File: config.mk
export PLATFORM = sky130hd
export DESIGN_NAME = serv_ctrl_wide
export DESIGN_NICKNAME = d
export VERILOG_FILES = /design/src/rtl/serv_ctrl_wide_pkg.sv /design/src/rtl/serv_ctrl_wide_shift_reg.sv /design/src/rtl/serv_ctrl_wide.sv
export SDC_FILE = /design/constraint.sdc
export NUM_CORES = 1
export LEC_CHECK = 0
export BUFFER_PORTS_ARGS = -buffer_cell sky130_fd_sc_hd__buf_2
export CAP_MARGIN = 15
export CORE_AREA = 2 2 68 70
export CTS_BUF_LIST = sky130_fd_sc_hd__clkbuf_2 sky130_fd_sc_hd__clkbuf_4 sky130_fd_sc_hd__clkbuf_8
export DETAILED_ROUTE_END_ITERATION = 6
export DIE_AREA = 0 0 70 72
export SLEW_MARGIN = 20
export SYNTH_ARGS = -nofsm -noshare
export SYNTH_HDL_FRONTEND = slang
export SYNTH_SLANG_ARGS = --single-unit
export TNS_END_PERCENT = 10
File: constraint.sdc
create_clock -name clk -period 3.2 [get_ports clk]
set_input_delay 0.32 -clock clk [delete_from_list [all_inputs] [get_ports clk]]
set_output_delay 0.32 -clock clk [all_outputs]
set_load 0.02 [all_outputs]
File: src/rtl/serv_ctrl_wide_pkg.sv
// Shared definitions for the digit-serial PC unit: FSM states and W helpers.
package serv_ctrl_wide_pkg;

    typedef enum logic [1:0] {
        StIdle   = 2'd0,
        StFetch  = 2'd1,
        StUpdate = 2'd2
    } state_e;

    function automatic bit w_is_legal(input int unsigned w);
        return (w == 1) || (w == 2) || (w == 4) || (w == 8);
    endfunction

    function automatic int unsigned log2_w(input int unsigned w);
        case (w)
            2:       return 1;
            4:       return 2;
            8:       return 3;
            default: return 0;
        endcase
    endfunction

endpackage

File: src/rtl/serv_ctrl_wide_shift_reg.sv
// Digit-serial shift register: W-bit digit enters at the MSB end, LSB digit and full word out.
module serv_ctrl_wide_shift_reg #(
    parameter int unsigned    LEN  = 32,
    parameter int unsigned    W    = 1,
    parameter logic [LEN-1:0] INIT = '0
) (
    input  logic           clk,
    input  logic           i_rst,
    input  logic           en_i,
    input  logic [W-1:0]   d_i,
    output logic [W-1:0]   q_o,
    output logic [LEN-1:0] par_o
);
    logic [LEN-1:0] sr_q, sr_d;

    always_comb begin
        sr_d = sr_q;
        if (en_i) begin
            sr_d = {d_i, sr_q[LEN-1:W]};
        end
    end

    always_ff @(posedge clk) begin
        if (i_rst) begin
            sr_q <= INIT;
        end else begin
            sr_q <= sr_d;
        end
    end

    assign q_o   = sr_q[W-1:0];
    assign par_o = sr_q;

endmodule

File: src/rtl/serv_ctrl_wide.sv
// PC and control-transfer unit processing one W-bit digit per cycle.
// Define SERV_CTRL_RVC_EN for compressed support (+2 increment/link, bit-1 targets legal).
module serv_ctrl_wide
    import serv_ctrl_wide_pkg::*;
#(
    parameter int unsigned W        = 1,
    parameter logic [31:0] RESET_PC = 32'd0,
    parameter bit          WITH_CSR = 1'b1
) (
    input  logic         clk,
    input  logic         i_rst,
    input  logic         i_pc_en,
    input  logic [4:0]   i_cnt,
    input  logic         i_jump,
    input  logic         i_jal_or_jalr,
    input  logic         i_utype,
    input  logic         i_pc_rel,
    input  logic         i_trap,
    input  logic         i_iscomp,
    input  logic [W-1:0] i_imm,
    input  logic [W-1:0] i_buf,
    input  logic [W-1:0] i_csr_pc,
    output logic [W-1:0] o_rd,
    output logic         o_bad_pc,
    output logic [31:0]  o_ibus_adr,
    output logic         o_ibus_cyc,
    input  logic         i_ibus_ack
);
    localparam int unsigned Lw = log2_w(W);

    if (!w_is_legal(W)) begin : g_bad_w
        $error("serv_ctrl_wide: W must be 1, 2, 4 or 8");
    end

    state_e       state_q, state_d;
    logic         acc_q, acc_d;
    logic         carry_inc_q, carry_inc_d;
    logic         carry_off_q, carry_off_d;
    logic         comp;
    logic [4:0]   inc_bit;
    logic [W-1:0] pc_digit, inc, imm_mask, offset_a, offset_b;
    logic [W-1:0] pc_plus_inc, pc_plus_off, target, new_digit;
    logic         cin_inc, cin_off, cout_inc, cout_off;

    serv_ctrl_wide_shift_reg #(
        .LEN  (32),
        .W    (W),
        .INIT (RESET_PC)
    ) u_pc (
        .clk   (clk),
        .i_rst (i_rst),
        .en_i  (i_pc_en),
        .d_i   (new_digit),
        .q_o   (pc_digit),
        .par_o (o_ibus_adr)
    );

    // Only the digit holding the increment bit adds a non-zero value.
    assign inc_bit = comp ? 5'd1 : 5'd2;
    always_comb begin
        inc = '0;
        if ((i_cnt >> Lw) == (inc_bit >> Lw)) begin
            inc = W'(1) << (inc_bit & 5'(W - 1));
        end
    end

    for (genvar k = 0; k < W; k++) begin : g_mask
        assign imm_mask[k] = ({1'b0, i_cnt} + 6'(k)) >= 6'd12;
    end

    assign offset_a = i_pc_rel ? pc_digit : '0;
    assign offset_b = i_utype ? (i_imm & imm_mask) : i_buf;

    assign cin_inc = (i_cnt == 5'd0) ? 1'b0 : carry_inc_q;
    assign cin_off = (i_cnt == 5'd0) ? 1'b0 : carry_off_q;
    assign {cout_inc, pc_plus_inc} = {1'b0, pc_digit} + {1'b0, inc} + {{W{1'b0}}, cin_inc};
    assign {cout_off, pc_plus_off} = {1'b0, offset_a} + {1'b0, offset_b} + {{W{1'b0}}, cin_off};

    assign carry_inc_d = i_pc_en ? cout_inc : carry_inc_q;
    assign carry_off_d = i_pc_en ? cout_off : carry_off_q;

    // Target only passes once a fetch has been accepted; bit 0 is always cleared (JALR rule).
    always_comb begin
        target = i_jump ? pc_plus_off : pc_plus_inc;
        if (WITH_CSR && i_trap) begin
            target = i_csr_pc;
        end
        new_digit = acc_q ? target : '0;
        if (i_cnt == 5'd0) begin
            new_digit[0] = 1'b0;
        end
    end

    assign o_rd = ({W{i_utype}} & pc_plus_off) | ({W{i_jal_or_jalr}} & pc_plus_inc);

    always_comb begin
        state_d = state_q;
        acc_d   = acc_q;
        if (i_pc_en) begin
            state_d = StUpdate;
        end else begin
            case (state_q)
                StFetch: begin
                    if (i_ibus_ack) begin
                        state_d = StIdle;
                        acc_d   = 1'b1;
                    end
                end
                StUpdate: begin
                    state_d = StFetch;
                    acc_d   = 1'b0;
                end
                default: ;
            endcase
        end
    end

    assign o_ibus_cyc = (state_q == StFetch);

    always_ff @(posedge clk) begin
        if (i_rst) begin
            state_q     <= StFetch;
            acc_q       <= 1'b0;
            carry_inc_q <= 1'b0;
            carry_off_q <= 1'b0;
        end else begin
            state_q     <= state_d;
            acc_q       <= acc_d;
            carry_inc_q <= carry_inc_d;
            carry_off_q <= carry_off_d;
        end
    end

`ifdef SERV_CTRL_RVC_EN
    assign comp     = i_iscomp;
    assign o_bad_pc = 1'b0;
`else
    localparam logic [4:0]  Bit1Cnt = 5'((1 >> Lw) << Lw);
    localparam int unsigned Bit1Pos = 1 % W;

    logic bad_q, bad_d;
    logic unused_iscomp;

    assign comp          = 1'b0;
    assign unused_iscomp = i_iscomp;

    always_comb begin
        bad_d = bad_q;
        if (i_pc_en) begin
            if (i_cnt == 5'd0) begin
                bad_d = 1'b0;
            end
            if (i_jump && (i_cnt == Bit1Cnt) && new_digit[Bit1Pos]) begin
                bad_d = 1'b1;
            end
        end
    end

    always_ff @(posedge clk) begin
        if (i_rst) begin
            bad_q <= 1'b0;
        end else begin
            bad_q <= bad_d;
        end
    end

    assign o_bad_pc = bad_q;
`endif

endmodule
==> results.yml, run 1 <==
cells_and_area:
  fill_cells: 435
  area_delta_synth_final_pct: 22.5
  nets: 231
  antenna_cells: 0
  finalInstanceArea_um2: 1920
  final_util_pct: 45.0
  drive_gt1_share_pct: 29.7
die:
  row_count: 24
  die_x_um: 70
  die_area_um2: 5040
  io_pins: 53
  die_h_um: 72
  start_util_pct: 36.7
  coreArea_um2: 4260
clocking:
  cts_buffer_depth: 2
  cts_setup_buffers: 0
  cts_resized: 0
  numCtsBuffers: 5
  clkLatencyLatePin_ns: 0.28
  clock-sinks: 38
  cts_max_level: 2
  path_clk_slew_ns: 0.07
  tritoncts: "yes"
  cts_hold_buffers: 0
  cts_root_buf: "clkbuf_8"
timing:
  fin_skew_ns: 0.00361
  tightest_slew_ns: 0.726
  setup_viol: 0
  max_freq_mhz: 430
  finalHoldViolCount: 0
  rsz0062_at_grt: "no"
  setup_tns_ns: 0
  period_minus_slack_ns: 2.32
  slew_headroom_pct: 51.6
  fin_crit_sh_pct: 72.6
  drv_slew: 0
  hold_ws_ns: 0.350
power_and_ir_drop:
  p_sw_uw: 197
  combPwrFrac_pct: 8.5
  p_seq_share_pct: 56.5
  p_leak_uw: 0.000963
  power.internal_uw: 652
  switching_share_pct: 23.2
  p_per_area_nw_per_um2: 443
  clock_power_share_pct: 35.0
  peakVddDrop_mv: 0.229
  p_total_uw: 850
worst_setup_path:
  worstPathRequired_ns: 2.88
  worstSetupPathType: "in -> out"
  critPathLaunchType: "primary input"
  crit_chain: "buf_2 > or4_4 > nor2_2 > nor2b_1 > fa_1 > nand2_1 > o21ai_0 > buf_2"
  cp.arrival_ns: 2.00
  crit_fanout: 3
  cpPeakStageDelay_ns: 0.55
  crit_path_frequent_cell: "buf_2"
  crit_path_end_kind: "primary output"
  slowest_stage: "or4_4"
placed_design:
  gp_congestion: 0.726
  dp_hpwl_um: 2120
  place_area_um2: 1840
  portBuffers: 51
grt:
  grt_pass1_vias: 1141
  grt_usage_pct: 12.3
  grt_max_degree: 40
  grt_pass1_wl_um: 5020
  antenna_found_initial: 0
  grt-ovfl-total: 0
min_path:
  hp-class: "in -> reg"
route:
  routed_wl_um: 3070
  avgViaCountPerCell: 4.80
  postRouteAntennaNets: 0
  firstDrtPassIters: 4
  drc_errors: 0
  drt_iter0_markers: 55
  num_vias: 1253
  wire_per_inst_um: 11.8
flow_run:
  drv_cap: 0
synth:
  ys_ff_latch: 38
  seq_area_frac_synth_pct: 48.6
  synth.net_count: 181
  syn_area_um2: 1570
  postSynthAreaPerCell_um2: 9.85
  ys_types: 30
  postSynthCellCount: 159
  yosys_warnings: 0
run_status:
  outcome: "complete, no violations"
## critical path, delay by kind of cell
kind	cells	cell delay, ns
fa+ha+maj	1	0.51
simple gates	4	0.81
buf+inv	2	0.30
compound gates	1	0.06
## registers in the layout, summed over array words and instances, names as in the netlist
| register | count |
|---|---|
| carry_inc_q | 1 |
| u_pc.par_o | 32 |
| state_q | 2 |
| carry_off_q | 1 |
| acc_q | 1 |
| o_bad_pc | 1 |
## power by group through the flow
stage / logic [uW] / clock network [uW] / registers (uW)
final: 72.0 / 297 / 480
after global routing: 80.3 / 330 / 481
after CTS: 72.4 / 313 / 480
after floorplan: 50.4 / 0 / 491
after global placement: 72.2 / 0 / 491
after detailed placement: 72.2 / 0 / 491
## layout by cell type, fill, tap and decap left out, types with 3 or more instances in the layout
cell type,n
nor2_1,36
a21oi_1,4
mux2i_1,32
clkbuf_8,5
inv_1,8
nand2_1,4
dfxtp_1,38
nand2b_1,3
buf_2,51
## per-stage QoR
| step | worst slack, ns | std cells |
|---|---|---|
| after floorplan | 0.903 | 159 |
| after global placement | 0.668 | 254 |
| after detailed placement | 0.673 | 254 |
| after CTS | 0.880 | 261 |
| after global routing | 0.740 | 261 |
| final | 0.875 | 261 |
## per-layer routing
metal	global-route usage, %	vias to the layer above	routed length [um]
met4	4.49	0	27
met1	15.6	580	1460
met5	0	-	0
li1	-	636	-
met2	19.6	34	1380
met3	4.44	3	201
## layout make-up
class / count / area, um^2 / area share, %
multi-input cells: 104 / 722 / 37.6
clock buffers: 5 / 68.8 / 3.59
clock inverters: 2 / 10.0 / 0.522
repair buffers: 52 / 263 / 13.7
flip-flops and latches: 38 / 761 / 39.6
inverters: 8 / 30.0 / 1.56
well taps: 52 / 65.1 / 3.39
## synth_stat cells
library cell	n	area share, %
nor2b_1	2	0.80
nand2_1	4	0.96
nor4_1	2	0.80
nor3_2	1	0.64
a21oi_1	4	1.3
nor2_2	1	0.40
mux2i_1	32	20
a311oi_1	1	0.56
buf_2	1	0.32
nand3_1	2	0.64
o21ai_1	1	0.32
and2_1	2	0.80
dfxtp_1	38	49
nand4_1	1	0.40
o31ai_1	1	0.48
o311ai_0	1	0.56
buf_4	5	2.4
fa_1	2	2.6
o32ai_1	1	0.56
o41ai_1	1	0.56
buf_1	1	0.24
ha_1	2	1.6
inv_1	8	1.9
a211oi_1	1	0.48
or4_4	1	0.72
nor2_1	36	8.6
nand2b_1	3	1.2
clkbuf_1	2	0.48
o22ai_1	1	0.40
o21ai_0	1	0.32
## cell families after synthesis
family	count (synthesis)	synth area share (%)
multiplexers	32	20.4
AND/OR/NAND/NOR	55	16.0
flip-flops	38	48.6
AO/OA/AOI/OAI	13	5.51
buffers and inverters	17	5.35
adder cells (fa/ha/maj)	4	4.15
## final timing paths
| path | depth (start not counted) | slack, ns | endpoint | startpoint |
|---|---|---|---|---|
| hold reg to reg | 2 | 0.48 | o_bad_pc | o_bad_pc |
| setup / recovery | 8 | 0.88 | o_rd | i_cnt[0] |
| setup reg to reg | 5 | 1.34 | o_bad_pc | u_pc.par_o[0] |
| hold / removal | 3 | 0.35 | o_bad_pc | i_cnt[0] |
(Power assumes the default switching activity.)
==> run 2: changes to the inputs <==
==> constraint.sdc (replaced) <==
create_clock -name clk -period 1.9 [get_ports clk]
set_input_delay 0.19 -clock clk [delete_from_list [all_inputs] [get_ports clk]]
set_output_delay 0.19 -clock clk [all_outputs]
set_load 0.02 [all_outputs]
==> results.yml, run 2 (synthesis results as in run 1) <==
power_and_ir_drop:
  p_total_uw: 1520
  p_per_area_nw_per_um2: 750
  p_leak_uw: 0.00102
  peakVddDrop_mv: 0.421
worst_setup_path:
  cpPeakStageDelay_ns: 0.56
  worstSetupPathType: "in -> out"
  worst-path-buf-inv: 2
  worstPathRequired_ns: 1.71
  slowest_stage: "or4_4"
  ff2ff_setup_slack_ns: 0.22
  cp.depth: 8
  crit_path_end_kind: "primary output"
  r2r_end: "o_bad_pc"
  crit_fanout: 3
  crit_chain: "buf_6 > or4_4 > nor2_4 > nor2b_2 > fa_1 > nand2_1 > o21ai_1 > buf_4"
  r2r_cells: 5
  critPathLaunchType: "primary input"
  cp.arrival_ns: 1.78
  rr_startpoint: "u_pc.par_o[0]"
  cp_top_family: "simple AND/OR/NAND/NOR gates"
placed_design:
  place_area_um2: 1910
  dp.cells: 261
  gp_congestion: 0.765
  portBuffers: 51
  dp_hpwl_um: 2300
flow_run:
  drv_cap: 0
timing:
  setup_viol: 1
  period_minus_slack_ns: 1.97
  setup_slack_ns: -0.0746
  hold_ws_ns: 0.151
  slew_headroom_pct: 71.0
  fin_crit_sh_pct: 104
  max_freq_mhz: 506
  finalHoldViolCount: 0
  rsz0062_at_grt: "yes"
  tightest_slew_ns: 0.434
  fin_skew_ns: 0.00555
  drv_slew: 0
clocking:
  cts_hold_buffers: 0
  tritoncts: "yes"
  path_clk_slew_ns: 0.07
  clkLatencyLatePin_ns: 0.28
  cts_buffer_depth: 2
  clock-sinks: 38
  numCtsBuffers: 5
  cts_max_level: 2
  cts_root_buf: "clkbuf_8"
run_status:
  outcome: "finished with violations"
  violations: "negative setup slack"
die:
  start_util_pct: 36.7
  die_area_um2: 5040
  row_count: 24
  io_pins: 53
  die_x_um: 70
  coreArea_um2: 4260
  die_h_um: 72
route:
  drc_errors: 0
  avgViaCountPerCell: 4.67
  wire_per_inst_um: 12.3
  num_vias: 1256
  drt_iter0_markers: 68
  postRouteAntennaNets: 0
  routed_wl_um: 3300
  firstDrtPassIters: 4
grt:
  grt_max_degree: 35
  grt-ovfl-total: 0
  grt_usage_pct: 13.6
  antenna_found_initial: 0
  grt_pass1_vias: 1203
  grt_pass1_wl_um: 5520
cells_and_area:
  finalInstanceArea_um2: 2030
  drive_gt1_share_pct: 33.6
  multi_input_area_um2: 744
  nets: 238
  fill_cells: 446
  largest_reg_flops: 32
  area_delta_synth_final_pct: 29.7
  antenna_cells: 0
  layout_commonest_cell: "buf_2"
  seq_area_um2: 761
  final_cell_mix: "buf_2, dfxtp_1, nor2_1"
  instances_no_fill: 269
min_path:
  min_from: "i_rst"
  hp-class: "in -> reg"
  whs_path_depth: 2
  hold_end: "acc_q"
-- run 2: cell types whose count changed in the layout (fill, tap and decap cells not counted), sizes merged --
cell,previous run,this run
clkbuf,5,7
clkinv,2,1
buf,52,59
-- run 2: final cells by class --
type | instances | share of cell area (%)
repair buffers | 59 | 16.6
clock buffers | 7 | 4.43
well taps | 52 | 3.20
multi-input cells | 104 | 36.6
flip-flops and latches | 38 | 37.4
clock inverters | 1 | 0.246
inverters | 8 | 1.48
-- run 2: worst max-delay path by stage --
stage          startpoint       end  slack (ns)
2_1_floorplan    i_cnt[0]  o_bad_pc        -0.1
3_3_place_gp     i_cnt[0]  o_bad_pc       -0.26
3_5_place_dp     i_cnt[0]  o_bad_pc       -0.32
4_1_cts          i_cnt[4]      o_rd       -0.08
5_1_grt          i_cnt[4]      o_rd       -0.16
6_report         i_cnt[4]      o_rd       -0.07
-- run 2: repair_timing --
| item | CTS | global route |
|---|---|---|
| endpoints found under the hold margin | 0 | 0 |
| setup endpoints to repair | 2 | 3 |
| gates cloned | 0 | 0 |
| gates resized for setup | 3 | 3 |
| setup buffers | 0 | 0 |
| pin swaps | 1 | 0 |
-- run 2: report_power, final --
part	internal (uW)	total [uW]	switching (uW)	leakage [uW]
logic	61.9	140	77.8	0.000660
registers	804	809	5.61	0.000307
clock network	307	574	268	0.0000517
total	1170	1520	351	0.00102
-- run 2: per-layer routing --
layer,wire (um),global-route usage (%)
met3,231,6.11
met5,0,0
met2,1480,21.4
met1,1580,17.5
met4,6,2.56
-- run 2: worst register-to-register path, cell delays in order, from the launching register on --
cell and delay [ns]:
dfxtp_1 0.38, and2_1 0.17, fa_1 0.43, and2_1 0.18, o311ai_2 0.29, o32ai_1 0.12
-- run 2: through the flow --
| stage | utilization (%) | setup WS (ns) | TNS (ns) |
|---|---|---|---|
| 3_5_place_dp | 44.7 | -0.320 | -0.743 |
| 2_1_floorplan | - | -0.0955 | -0.159 |
| 5_1_grt | 47.7 | -0.160 | -0.286 |
| 3_3_place_gp | 44.7 | -0.263 | -0.592 |
| 4_1_cts | 47.2 | -0.0848 | -0.0848 |
| 6_report | 47.7 | -0.0746 | -0.0746 |
==> run 3: changes to the inputs <==
--- a/config.mk
+++ b/config.mk
@@ -5,6 +5,7 @@
 export SDC_FILE = /design/constraint.sdc
 export NUM_CORES = 1
 export LEC_CHECK = 0
+export ABC_AREA = 1
 export BUFFER_PORTS_ARGS = -buffer_cell sky130_fd_sc_hd__buf_2
 export CAP_MARGIN = 15
 export CORE_AREA = 2 2 68 70
==> results.yml, run 3 <==
timing:
  period_minus_slack_ns: 1.73
  setup_viol: 0
  rsz0062_at_grt: "no"
  tightest_slew_ns: 0.496
  finalHoldViolCount: 0
  setup_tns_ns: 0
  fin_skew_ns: 0.00485
  slew_headroom_pct: 66.9
  max_freq_mhz: 577
  fin_crit_sh_pct: 91.3
  drv_slew: 0
power_and_ir_drop:
  p_leak_uw: 0.000936
  p_sw_uw: 468
  p_total_uw: 1690
  peakVddDrop_mv: 0.461
  combPwrFrac_pct: 16.0
  switching_share_pct: 27.6
  power.internal_uw: 1230
  clock_power_share_pct: 31.9
  p_per_area_nw_per_um2: 896
  p_seq_share_pct: 52.1
synth:
  yosys-top-cells-count: "nor2_1, dfxtp_1, o21ai_0, inv_1, nand2_1"
  async_flop_share_pct: 0
  synth_most_common_cell: "nor2_1"
  ys_ff_latch: 38
  ys_types: 22
  yosys_warnings: 0
  synth_area_leaders: "dfxtp_1, nor2_1, o21ai_0, buf_6, inv_1"
  seq_area_frac_synth_pct: 48.9
  synth.net_count: 224
  synth_top_area_share_pct: 48.9
  synthFlopType: "dfxtp_1"
  postSynthAreaPerCell_um2: 7.71
  syn_area_um2: 1560
  synth-edff-count: 0
  postSynthCellCount: 202
  yosys.area.top_type: "dfxtp_1"
grt:
  grt-ovfl-total: 0
  grtUsageMet2_pct: 20.6
  grt_use_met1_pct: 18.5
  grt.busiest_layer: "met2"
  grt_pass1_vias: 1256
  grt_usage_pct: 13.9
  grt_max_degree: 39
  grt_pass1_wl_um: 5630
  antenna_found_initial: 0
  met3_usage_pct: 3.61
route:
  drc_errors: 0
  num_vias: 1397
  avgViaCountPerCell: 4.63
  drt_iter0_markers: 63
  firstDrtPassIters: 4
  postRouteAntennaNets: 0
  wire_per_inst_um: 10.9
  routed_wl_um: 3280
die:
  coreArea_um2: 4260
  row_count: 24
  die_area_um2: 5040
  die_x_um: 70
  start_util_pct: 36.5
  die_h_um: 72
  io_pins: 53
worst_setup_path:
  crit_fanout: 3
  cp.arrival_ns: 1.54
  critPathLaunchType: "flop"
  rr_startpoint: "u_pc.par_o[0]"
  crit_path_start: "u_pc.par_o[0]"
  worstSetupPathType: "reg -> out"
  crit_path_end_kind: "primary output"
  worstPathRequired_ns: 1.71
clocking:
  cts_max_level: 2
  path_clk_slew_ns: 0.07
  cts_setup_buffers: 0
  clkLatencyLatePin_ns: 0.28
  clock-sinks: 38
  cts_root_buf: "clkbuf_8"
  tritoncts: "yes"
  cts_resized: 0
  cts_hold_buffers: 0
  cts_buffer_depth: 2
  numCtsBuffers: 5
cells_and_area:
  final_util_pct: 44.3
  largest_reg_flops: 32
  drive_gt1_share_pct: 26.0
  nets: 272
  layout_commonest_cell: "nor2_1"
  final_cell_mix: "nor2_1, buf_2, dfxtp_1"
  area_delta_synth_final_pct: 21.3
  antenna_cells: 0
min_path:
  hp-class: "in -> reg"
  min_from: "i_rst"
placed_design:
  dp_hpwl_um: 2170
  portBuffers: 51
  gp_congestion: 0.751
run_status:
  outcome: "complete, no violations"
flow_run:
  drv_cap: 0
[run 3: final cells by class]
| type | count | area, um^2 |
|---|---|---|
| Clock buffer | 7 | 83.8 |
| Inverter | 14 | 55.1 |
| Multi-Input combinational cell | 138 | 653 |
| Tap cell | 52 | 65.1 |
| Sequential cell | 38 | 761 |
| Fill cell | 448 | 2380 |
| Timing Repair Buffer | 53 | 270 |
[run 3: cell families after synthesis]
logic type,after synthesis,share of synthesized area [%]
compound gates,47,15.4
fa+ha+maj,4,4.18
buf+inv,26,9.16
flops,38,48.9
simple gates,87,22.3
[run 3: final timing paths]
check	to	slack, ns	cells past startpoint
max	o_rd	0.17	4
min	state_q[1]	0.1	2
max reg2reg	o_bad_pc	0.39	7
min reg2reg	acc_q	0.45	2
[run 3: power by group through the flow]
stage          clock (uW)  sequential, uW  combinational, uW
6_report              540             881                271
5_1_grt               588             889                310
4_1_cts               565             882                275
3_5_place_dp            0             899                274
3_3_place_gp            0             899                272
2_1_floorplan           0             945                146
[run 3: through the flow]
step                      cells  worst slack [ns]  hold slack [ns]  area [um^2]
after floorplan             202             0.211            0.252         1560
after global placement      295             0.158            0.397         1800
after detailed placement    295             0.151            0.397         1800
after CTS                   302             0.128           0.0931         1890
after global routing        302            0.0151            0.103         1890
final                       302             0.166           0.0968         1890
[run 3: metal layers]
metal | vias up | part of all wire, %
met5 | - | 0
met4 | 0 | 2.2
met3 | 9 | 6.2
met2 | 39 | 41
met1 | 612 | 50
li1 | 737 | -
[run 3: worst max-delay path, cell delays in order, from the launching register on]
cell	delay, ns
dfxtp_1	0.36
inv_1	0.09
fa_1	0.50
o21ai_1	0.14
buf_2	0.17
